$ cat src/rtl/decode_execute_pipe.sv
// Two-stage decode/execute pipeline for the RV32 R/I integer ALU subset.
// D holds the decoded instruction; X holds the registered result and drives out_*.
module decode_execute_pipe #(
    parameter int XLEN   = 32,
    parameter int NREGS  = 32,
    parameter int IMM_EN = 1,
    localparam int AW    = $clog2(NREGS)
) (
    input  logic            clk,
    input  logic            rst_n,
    input  logic            in_valid,
    output logic            in_ready,
    input  logic [31:0]     in_instr,
    output logic            out_valid,
    input  logic            out_ready,
    output logic [XLEN-1:0] out_result,
    output logic [AW-1:0]   out_rd,
    output logic            out_illegal
);

    localparam int SW = $clog2(XLEN);
    localparam logic [6:0] OPC_R = 7'b0110011;
    localparam logic [6:0] OPC_I = 7'b0010011;

    typedef enum logic [3:0] {
        OP_ADD, OP_SUB, OP_SLL, OP_SLT, OP_SLTU,
        OP_XOR, OP_SRL, OP_SRA, OP_OR, OP_AND
    } alu_op_e;

    function automatic logic idx_ok(input logic [4:0] idx);
        return (idx >> AW) == 5'd0;
    endfunction

    function automatic logic [XLEN-1:0] alu(input alu_op_e op,
                                            input logic [XLEN-1:0] a,
                                            input logic [XLEN-1:0] b);
        logic signed [XLEN-1:0] sa;
        logic signed [XLEN-1:0] sb;
        logic [SW-1:0]          sh;
        logic [XLEN-1:0]        r;
        sa = signed'(a);
        sb = signed'(b);
        sh = b[SW-1:0];
        case (op)
            OP_ADD:  r = a + b;
            OP_SUB:  r = a - b;
            OP_SLL:  r = a << sh;
            OP_SLT:  r = {{(XLEN-1){1'b0}}, (sa < sb)};
            OP_SLTU: r = {{(XLEN-1){1'b0}}, (a < b)};
            OP_XOR:  r = a ^ b;
            OP_SRL:  r = a >> sh;
            OP_SRA:  r = unsigned'(sa >>> sh);
            OP_OR:   r = a | b;
            OP_AND:  r = a & b;
            default: r = '0;
        endcase
        return r;
    endfunction

    logic [6:0] opcode;
    logic [2:0] funct3;
    logic [6:0] funct7;
    logic [4:0] rd_f;
    logic [4:0] rs1_f;
    logic [4:0] rs2_f;

    assign opcode = in_instr[6:0];
    assign rd_f   = in_instr[11:7];
    assign funct3 = in_instr[14:12];
    assign rs1_f  = in_instr[19:15];
    assign rs2_f  = in_instr[24:20];
    assign funct7 = in_instr[31:25];

    alu_op_e         dec_op;
    logic            dec_use_imm;
    logic            dec_illegal;
    logic [XLEN-1:0] dec_imm;

    always_comb begin
        dec_op      = OP_ADD;
        dec_use_imm = 1'b0;
        dec_illegal = 1'b1;
        dec_imm     = {{(XLEN-12){in_instr[31]}}, in_instr[31:20]};
        if (opcode == OPC_R) begin
            dec_illegal = 1'b0;
            if (funct7 == 7'b0000000) begin
                case (funct3)
                    3'd0: dec_op = OP_ADD;
                    3'd1: dec_op = OP_SLL;
                    3'd2: dec_op = OP_SLT;
                    3'd3: dec_op = OP_SLTU;
                    3'd4: dec_op = OP_XOR;
                    3'd5: dec_op = OP_SRL;
                    3'd6: dec_op = OP_OR;
                    default: dec_op = OP_AND;
                endcase
            end else if (funct7 == 7'b0100000 && funct3 == 3'd0) begin
                dec_op = OP_SUB;
            end else if (funct7 == 7'b0100000 && funct3 == 3'd5) begin
                dec_op = OP_SRA;
            end else begin
                dec_illegal = 1'b1;
            end
            if (!idx_ok(rs2_f)) dec_illegal = 1'b1;
        end else if (opcode == OPC_I && IMM_EN != 0) begin
            dec_use_imm = 1'b1;
            dec_illegal = 1'b0;
            case (funct3)
                3'd0: dec_op = OP_ADD;
                3'd2: dec_op = OP_SLT;
                3'd3: dec_op = OP_SLTU;
                3'd4: dec_op = OP_XOR;
                3'd6: dec_op = OP_OR;
                3'd7: dec_op = OP_AND;
                3'd1: begin
                    dec_op = OP_SLL;
                    if (in_instr[31:26] != 6'b000000) dec_illegal = 1'b1;
                end
                default: begin
                    if (in_instr[31:26] == 6'b000000) begin
                        dec_op = OP_SRL;
                    end else if (in_instr[31:26] == 6'b010000) begin
                        dec_op = OP_SRA;
                    end else begin
                        dec_illegal = 1'b1;
                    end
                end
            endcase
            // RV32 has only 5-bit shift amounts; bit 25 set is reserved.
            if ((funct3 == 3'd1 || funct3 == 3'd5) && XLEN == 32 && in_instr[25])
                dec_illegal = 1'b1;
        end
        if (!idx_ok(rd_f) || !idx_ok(rs1_f)) dec_illegal = 1'b1;
    end

    logic            d_valid_q, d_valid_d;
    alu_op_e         d_op_q, d_op_d;
    logic            d_use_imm_q, d_use_imm_d;
    logic            d_illegal_q, d_illegal_d;
    logic [XLEN-1:0] d_imm_q, d_imm_d;
    logic [AW-1:0]   d_rd_q, d_rd_d;
    logic [AW-1:0]   d_rs1_q, d_rs1_d;
    logic [AW-1:0]   d_rs2_q, d_rs2_d;

    logic            x_valid_q, x_valid_d;
    logic [XLEN-1:0] x_result_q, x_result_d;
    logic [AW-1:0]   x_rd_q, x_rd_d;
    logic            x_illegal_q, x_illegal_d;

    logic [XLEN-1:0] rf_q [NREGS];
    logic [XLEN-1:0] rf_d [NREGS];

    logic            x_adv;
    logic            accept;
    logic [XLEN-1:0] rs1_val;
    logic [XLEN-1:0] rs2_val;
    logic [XLEN-1:0] op_b;
    logic [XLEN-1:0] alu_res;

    assign x_adv    = d_valid_q & (~x_valid_q | out_ready);
    assign in_ready = ~d_valid_q | x_adv;
    assign accept   = in_valid & in_ready;

    // Register read happens as D hands over to X, so every older write has already landed.
    assign rs1_val = (d_rs1_q == '0) ? '0 : rf_q[d_rs1_q];
    assign rs2_val = (d_rs2_q == '0) ? '0 : rf_q[d_rs2_q];
    assign op_b    = d_use_imm_q ? d_imm_q : rs2_val;
    assign alu_res = alu(d_op_q, rs1_val, op_b);

    always_comb begin
        d_valid_d   = d_valid_q;
        d_op_d      = d_op_q;
        d_use_imm_d = d_use_imm_q;
        d_illegal_d = d_illegal_q;
        d_imm_d     = d_imm_q;
        d_rd_d      = d_rd_q;
        d_rs1_d     = d_rs1_q;
        d_rs2_d     = d_rs2_q;
        if (accept) begin
            d_valid_d   = 1'b1;
            d_op_d      = dec_op;
            d_use_imm_d = dec_use_imm;
            d_illegal_d = dec_illegal;
            d_imm_d     = dec_imm;
            d_rd_d      = rd_f[AW-1:0];
            d_rs1_d     = rs1_f[AW-1:0];
            d_rs2_d     = rs2_f[AW-1:0];
        end else if (x_adv) begin
            d_valid_d = 1'b0;
        end
    end

    always_comb begin
        x_valid_d   = x_valid_q;
        x_result_d  = x_result_q;
        x_rd_d      = x_rd_q;
        x_illegal_d = x_illegal_q;
        rf_d        = rf_q;
        if (x_adv) begin
            x_valid_d   = 1'b1;
            x_result_d  = d_illegal_q ? '0 : alu_res;
            x_rd_d      = d_rd_q;
            x_illegal_d = d_illegal_q;
            if (!d_illegal_q && d_rd_q != '0) rf_d[d_rd_q] = alu_res;
        end else if (out_ready) begin
            x_valid_d = 1'b0;
        end
    end

    always_ff @(posedge clk) begin
        if (!rst_n) begin
            d_valid_q   <= 1'b0;
            d_op_q      <= OP_ADD;
            d_use_imm_q <= 1'b0;
            d_illegal_q <= 1'b0;
            d_imm_q     <= '0;
            d_rd_q      <= '0;
            d_rs1_q     <= '0;
            d_rs2_q     <= '0;
            x_valid_q   <= 1'b0;
            x_result_q  <= '0;
            x_rd_q      <= '0;
            x_illegal_q <= 1'b0;
            for (int i = 0; i < NREGS; i++) rf_q[i] <= '0;
        end else begin
            d_valid_q   <= d_valid_d;
            d_op_q      <= d_op_d;
            d_use_imm_q <= d_use_imm_d;
            d_illegal_q <= d_illegal_d;
            d_imm_q     <= d_imm_d;
            d_rd_q      <= d_rd_d;
            d_rs1_q     <= d_rs1_d;
            d_rs2_q     <= d_rs2_d;
            x_valid_q   <= x_valid_d;
            x_result_q  <= x_result_d;
            x_rd_q      <= x_rd_d;
            x_illegal_q <= x_illegal_d;
            for (int i = 0; i < NREGS; i++) rf_q[i] <= rf_d[i];
        end
    end

    assign out_valid   = x_valid_q;
    assign out_result  = x_result_q;
    assign out_rd      = x_rd_q;
    assign out_illegal = x_illegal_q;

endmodule

$ cat config.mk
export PLATFORM = sky130hd
export DESIGN_NAME = decode_execute_pipe
export DESIGN_NICKNAME = d
export VERILOG_FILES = /design/src/rtl/decode_execute_pipe.sv
export SDC_FILE = /design/constraint.sdc
export NUM_CORES = 2
export LEC_CHECK = 0
export CAP_MARGIN = 40
export CELL_PAD_IN_SITES_DETAIL_PLACEMENT = 0
export CELL_PAD_IN_SITES_GLOBAL_PLACEMENT = 2
export CORE_ASPECT_RATIO = 1.2
export CORE_MARGIN = 8
export CORE_UTILIZATION = 41
export CTS_CLUSTER_SIZE = 14
export DETAILED_ROUTE_END_ITERATION = 12
export PLACE_DENSITY_LB_ADDON = 0.1
export SETUP_SLACK_MARGIN = 0.4
export SLEW_MARGIN = 20
export SYNTH_ARGS = -nofsm -noshare
export SYNTH_HDL_FRONTEND = slang
export SYNTH_SLANG_ARGS = --single-unit
$ cat constraint.sdc
create_clock -name clk -period 8 [get_ports clk]
set_clock_uncertainty 0.2 [all_clocks]
set_input_delay 1.6 -clock clk [delete_from_list [all_inputs] [get_ports clk]]
set_output_delay 1.6 -clock clk [all_outputs]
set_load 0.01 [all_outputs]
==> flow_summary.json <==
{
  "final_cell_mix": "dfxtp_1, a21oi_1, o21ai_0",
  "final_layout_size_suffix_gt1_share_pct": 19.2,
  "startpoint_type": "flip-flop",
  "drtPass1Iterations": 6,
  "finalSetupTns_ns": 0,
  "worstSetupEndpointType": "flip-flop",
  "ys_types": 111,
  "fp.coreArea_um2": 153000,
  "slew_viol_final": 0,
  "cp_top_family": "compound AO/OA/AOI/OAI gates",
  "wl_um": 297000,
  "die_height_um": 446,
  "rsz0062_at_grt": "false",
  "drtIter0Drc": 6669,
  "via_per_inst": 6.75,
  "htreeDepth": 3,
  "cts_buffers": 119,
  "syn_area_um2": 63100,
  "io_buffers": 75,
  "dieArea_um2": 167000,
  "criticalPathCategory": "flip-flop to flip-flop",
  "ys.warnings.count": 0,
  "vias": 58500,
  "yosysSeqAreaShare_pct": 34.6,
  "avgSynthCellArea_um2": 9.32,
  "final_antenna_net_count": 0,
  "tightest_slew_ns": 1.03,
  "finalNonFillerCells": 8662,
  "fp.dieW_um": 374,
  "cp_common_cell": "buf_4",
  "grt_pass1_wl_um": 418000,
  "drc": 0,
  "irDropWorstVdd_mv": 0.204,
  "synthFlopType": "dfxtp_1",
  "syn_inst": 6769,
  "pin_count": 76,
  "cts_max_path_buffers": 3,
  "hold_viol_final": 0,
  "synth_edf_count": 0,
  "fin_nets": 6698,
  "grt_max_degree": 238,
  "gr-total-overflow": 0,
  "clk_pin_slew_worst_paths_ns": 0.07,
  "cts_tree": "yes",
  "crit_buf_inv": 5,
  "critical-path-max-stage-delay_ns": 0.66,
  "ys_seq_elements": 1092,
  "wire_per_inst_um": 34.3,
  "rows": 157,
  "slowest_stage": "dfxtp_4",
  "dp_hpwl_um": 200000,
  "power_density_nw_per_um2": 200,
  "area_delta_synth_final_pct": 12.7,
  "synthArstFlopShare_pct": 0,
  "final.min_clock_period_ns": 7.51,
  "fmax_ghz": 0.133,
  "layout_commonest_cell": "dfxtp_1",
  "cap_violations": 0,
  "crit_path_max_fanout": 32,
  "period_share_pct": 93.9,
  "grt_pass1_vias": 55400,
  "clock-sinks": 1092,
  "fillers": 14500,
  "clk-insertion-delay-late_ns": 0.79,
  "cp.required_ns": 8.44,
  "setup_viol": 0,
  "outcome": "finished, final reports clean",
  "synth_nets": 6906,
  "hp-class": "flip-flop to flip-flop",
  "antenna_found_initial": 16,
  "start_util_pct": 41.3,
  "groute.usage.overall_pct": 34.0,
  "post-place-cells": 8421,
  "p_leak_nw": 24.3,
  "gp_congestion": 1.06,
  "critPathArrivalTime_ns": 7.95,
  "crit_chain": "buf_12 > buf_4 > o21ai_0 > a221o_1 > a211oi_1 > a22oi_1 > ha_1 > nor4b_1 > nor4b_1 > buf_4 > nor3_1 > buf_4 > a31o_2 > a31oi_1 > xnor2_1 > a221oi_1 > nand4_1 > nor3_4 > buf_12 > a21oi_1",
  "clock-root-buffer": "clkbuf_16",
  "max-slew-margin-rel_pct": 30.8
}
==> final timing paths <==
check | from | to | slack, ns | cells after the start
setup / recovery | d_imm_q[1] | rf_q[115] | 0.49 | 20
hold / removal | out_result[16] | out_result[16] | 0.25 | 2
setup reg to reg | d_imm_q[1] | rf_q[115] | 0.49 | 20
hold reg to reg | out_result[16] | out_result[16] | 0.25 | 2
==> metrics by stage <==
step / util, % / hold WS (ns) / worst slack, ns / area [µm²] / total power [mW]
floorplan: - / 0.225 / 1.12 / 63100 / 7.13
global placement: 43.4 / 0.234 / 0.480 / 66200 / 8.22
detailed placement: 43.7 / 0.241 / 0.569 / 66700 / 8.22
CTS: 46.5 / 0.249 / 0.568 / 71000 / 14.3
global route: 46.6 / 0.280 / 0.449 / 71100 / 14.6
finish: 46.6 / 0.246 / 0.486 / 71100 / 14.3
==> repair_timing <==
item | in CTS | in global routing
hold buffers | 0 | 0
setup buffers | 0 | 1
setup endpoints to repair | 0 | 127
endpoints found under the hold margin | 0 | 0
resized for setup | 0 | 1
==> cell usage after synthesis, types with 63 or more instances <==
master	n	area share [%]
nand2_1	493	2.9
mux4_2	516	18
ha_1	99	2.0
o21ai_0	952	7.6
buf_2	147	1.2
inv_1	88	0.52
a22oi_1	82	0.98
clkbuf_1	456	2.7
mux2i_1	210	3.3
nand3_1	126	1.0
dfxtp_1	1092	35
nor2_1	305	1.8
a41oi_1	63	0.87
a21oi_1	1006	8.0
nor3_1	75	0.59
a211oi_1	94	1.1
==> worst reg2reg max path: stages (launching register included) <==
cell      delay, ns
dfxtp_4        0.66
buf_12         0.30
buf_4          0.51
o21ai_0        0.32
a221o_1        0.43
a211oi_1       0.32
a22oi_1        0.39
ha_1           0.54
nor4b_1        0.49
nor4b_1        0.11
buf_4          0.16
nor3_1         0.64
buf_4          0.25
a31o_2         0.22
a31oi_1        0.11
xnor2_1        0.13
a221oi_1       0.54
nand4_1        0.30
nor3_4         0.38
buf_12         0.26
a21oi_1        0.13
==> power by group <==
group	internal [mW]	total, mW	switching [mW]	leakage [nW]
Clock	3.53	6.07	2.54	2.13
Sequential	5.47	5.53	0.0650	8.81
Combinational	0.809	2.65	1.84	13.4
==> cells by family after synthesis <==
group                    synth area share (%)
AO/OA/AOI/OAI                            25.0
AND/OR/NAND/NOR                          9.51
adder cells (fa/ha/maj)                  2.03
flip-flops                               34.6
buffers and inverters                    6.37
XOR/XNOR                                0.208
multiplexers                             22.2
==> routing by layer <==
metal | track usage, % | vias up | share of wire, %
li1 | - | 25200 | -
met1 | 42.5 | 29300 | 39
met2 | 54.0 | 3094 | 46
met3 | 6.30 | 889 | 8.1
met4 | 22.0 | 2 | 7.5
met5 | 0 | - | 0.0040
==> sequential cells by signal, summed over array words and instances, names as in the netlist <==
name / flops
d_illegal_q: 1
d_imm_q: 12
d_op_q: 4
d_rd_q: 5
d_rs1_q: 5
d_use_imm_q: 1
d_valid_q: 1
out_illegal: 1
out_rd: 5
out_result: 32
out_valid: 1
rf_q: 1024
==> cell type report <==
class / instances / area (µm²) / share of cell area [%]
Multi-Input combinational cell: 4831 / 37700 / 53.1
Sequential cell: 1092 / 21900 / 30.8
Timing Repair Buffer: 416 / 4290 / 6.03
Clock buffer: 159 / 3420 / 4.81
Tap cell: 1987 / 2490 / 3.50
Clock inverter: 64 / 875 / 1.23
Inverter: 101 / 385 / 0.542
Antenna cell: 12 / 30.0 / 0.0422
No activity file was read; power rests on OpenSTA's default activity.
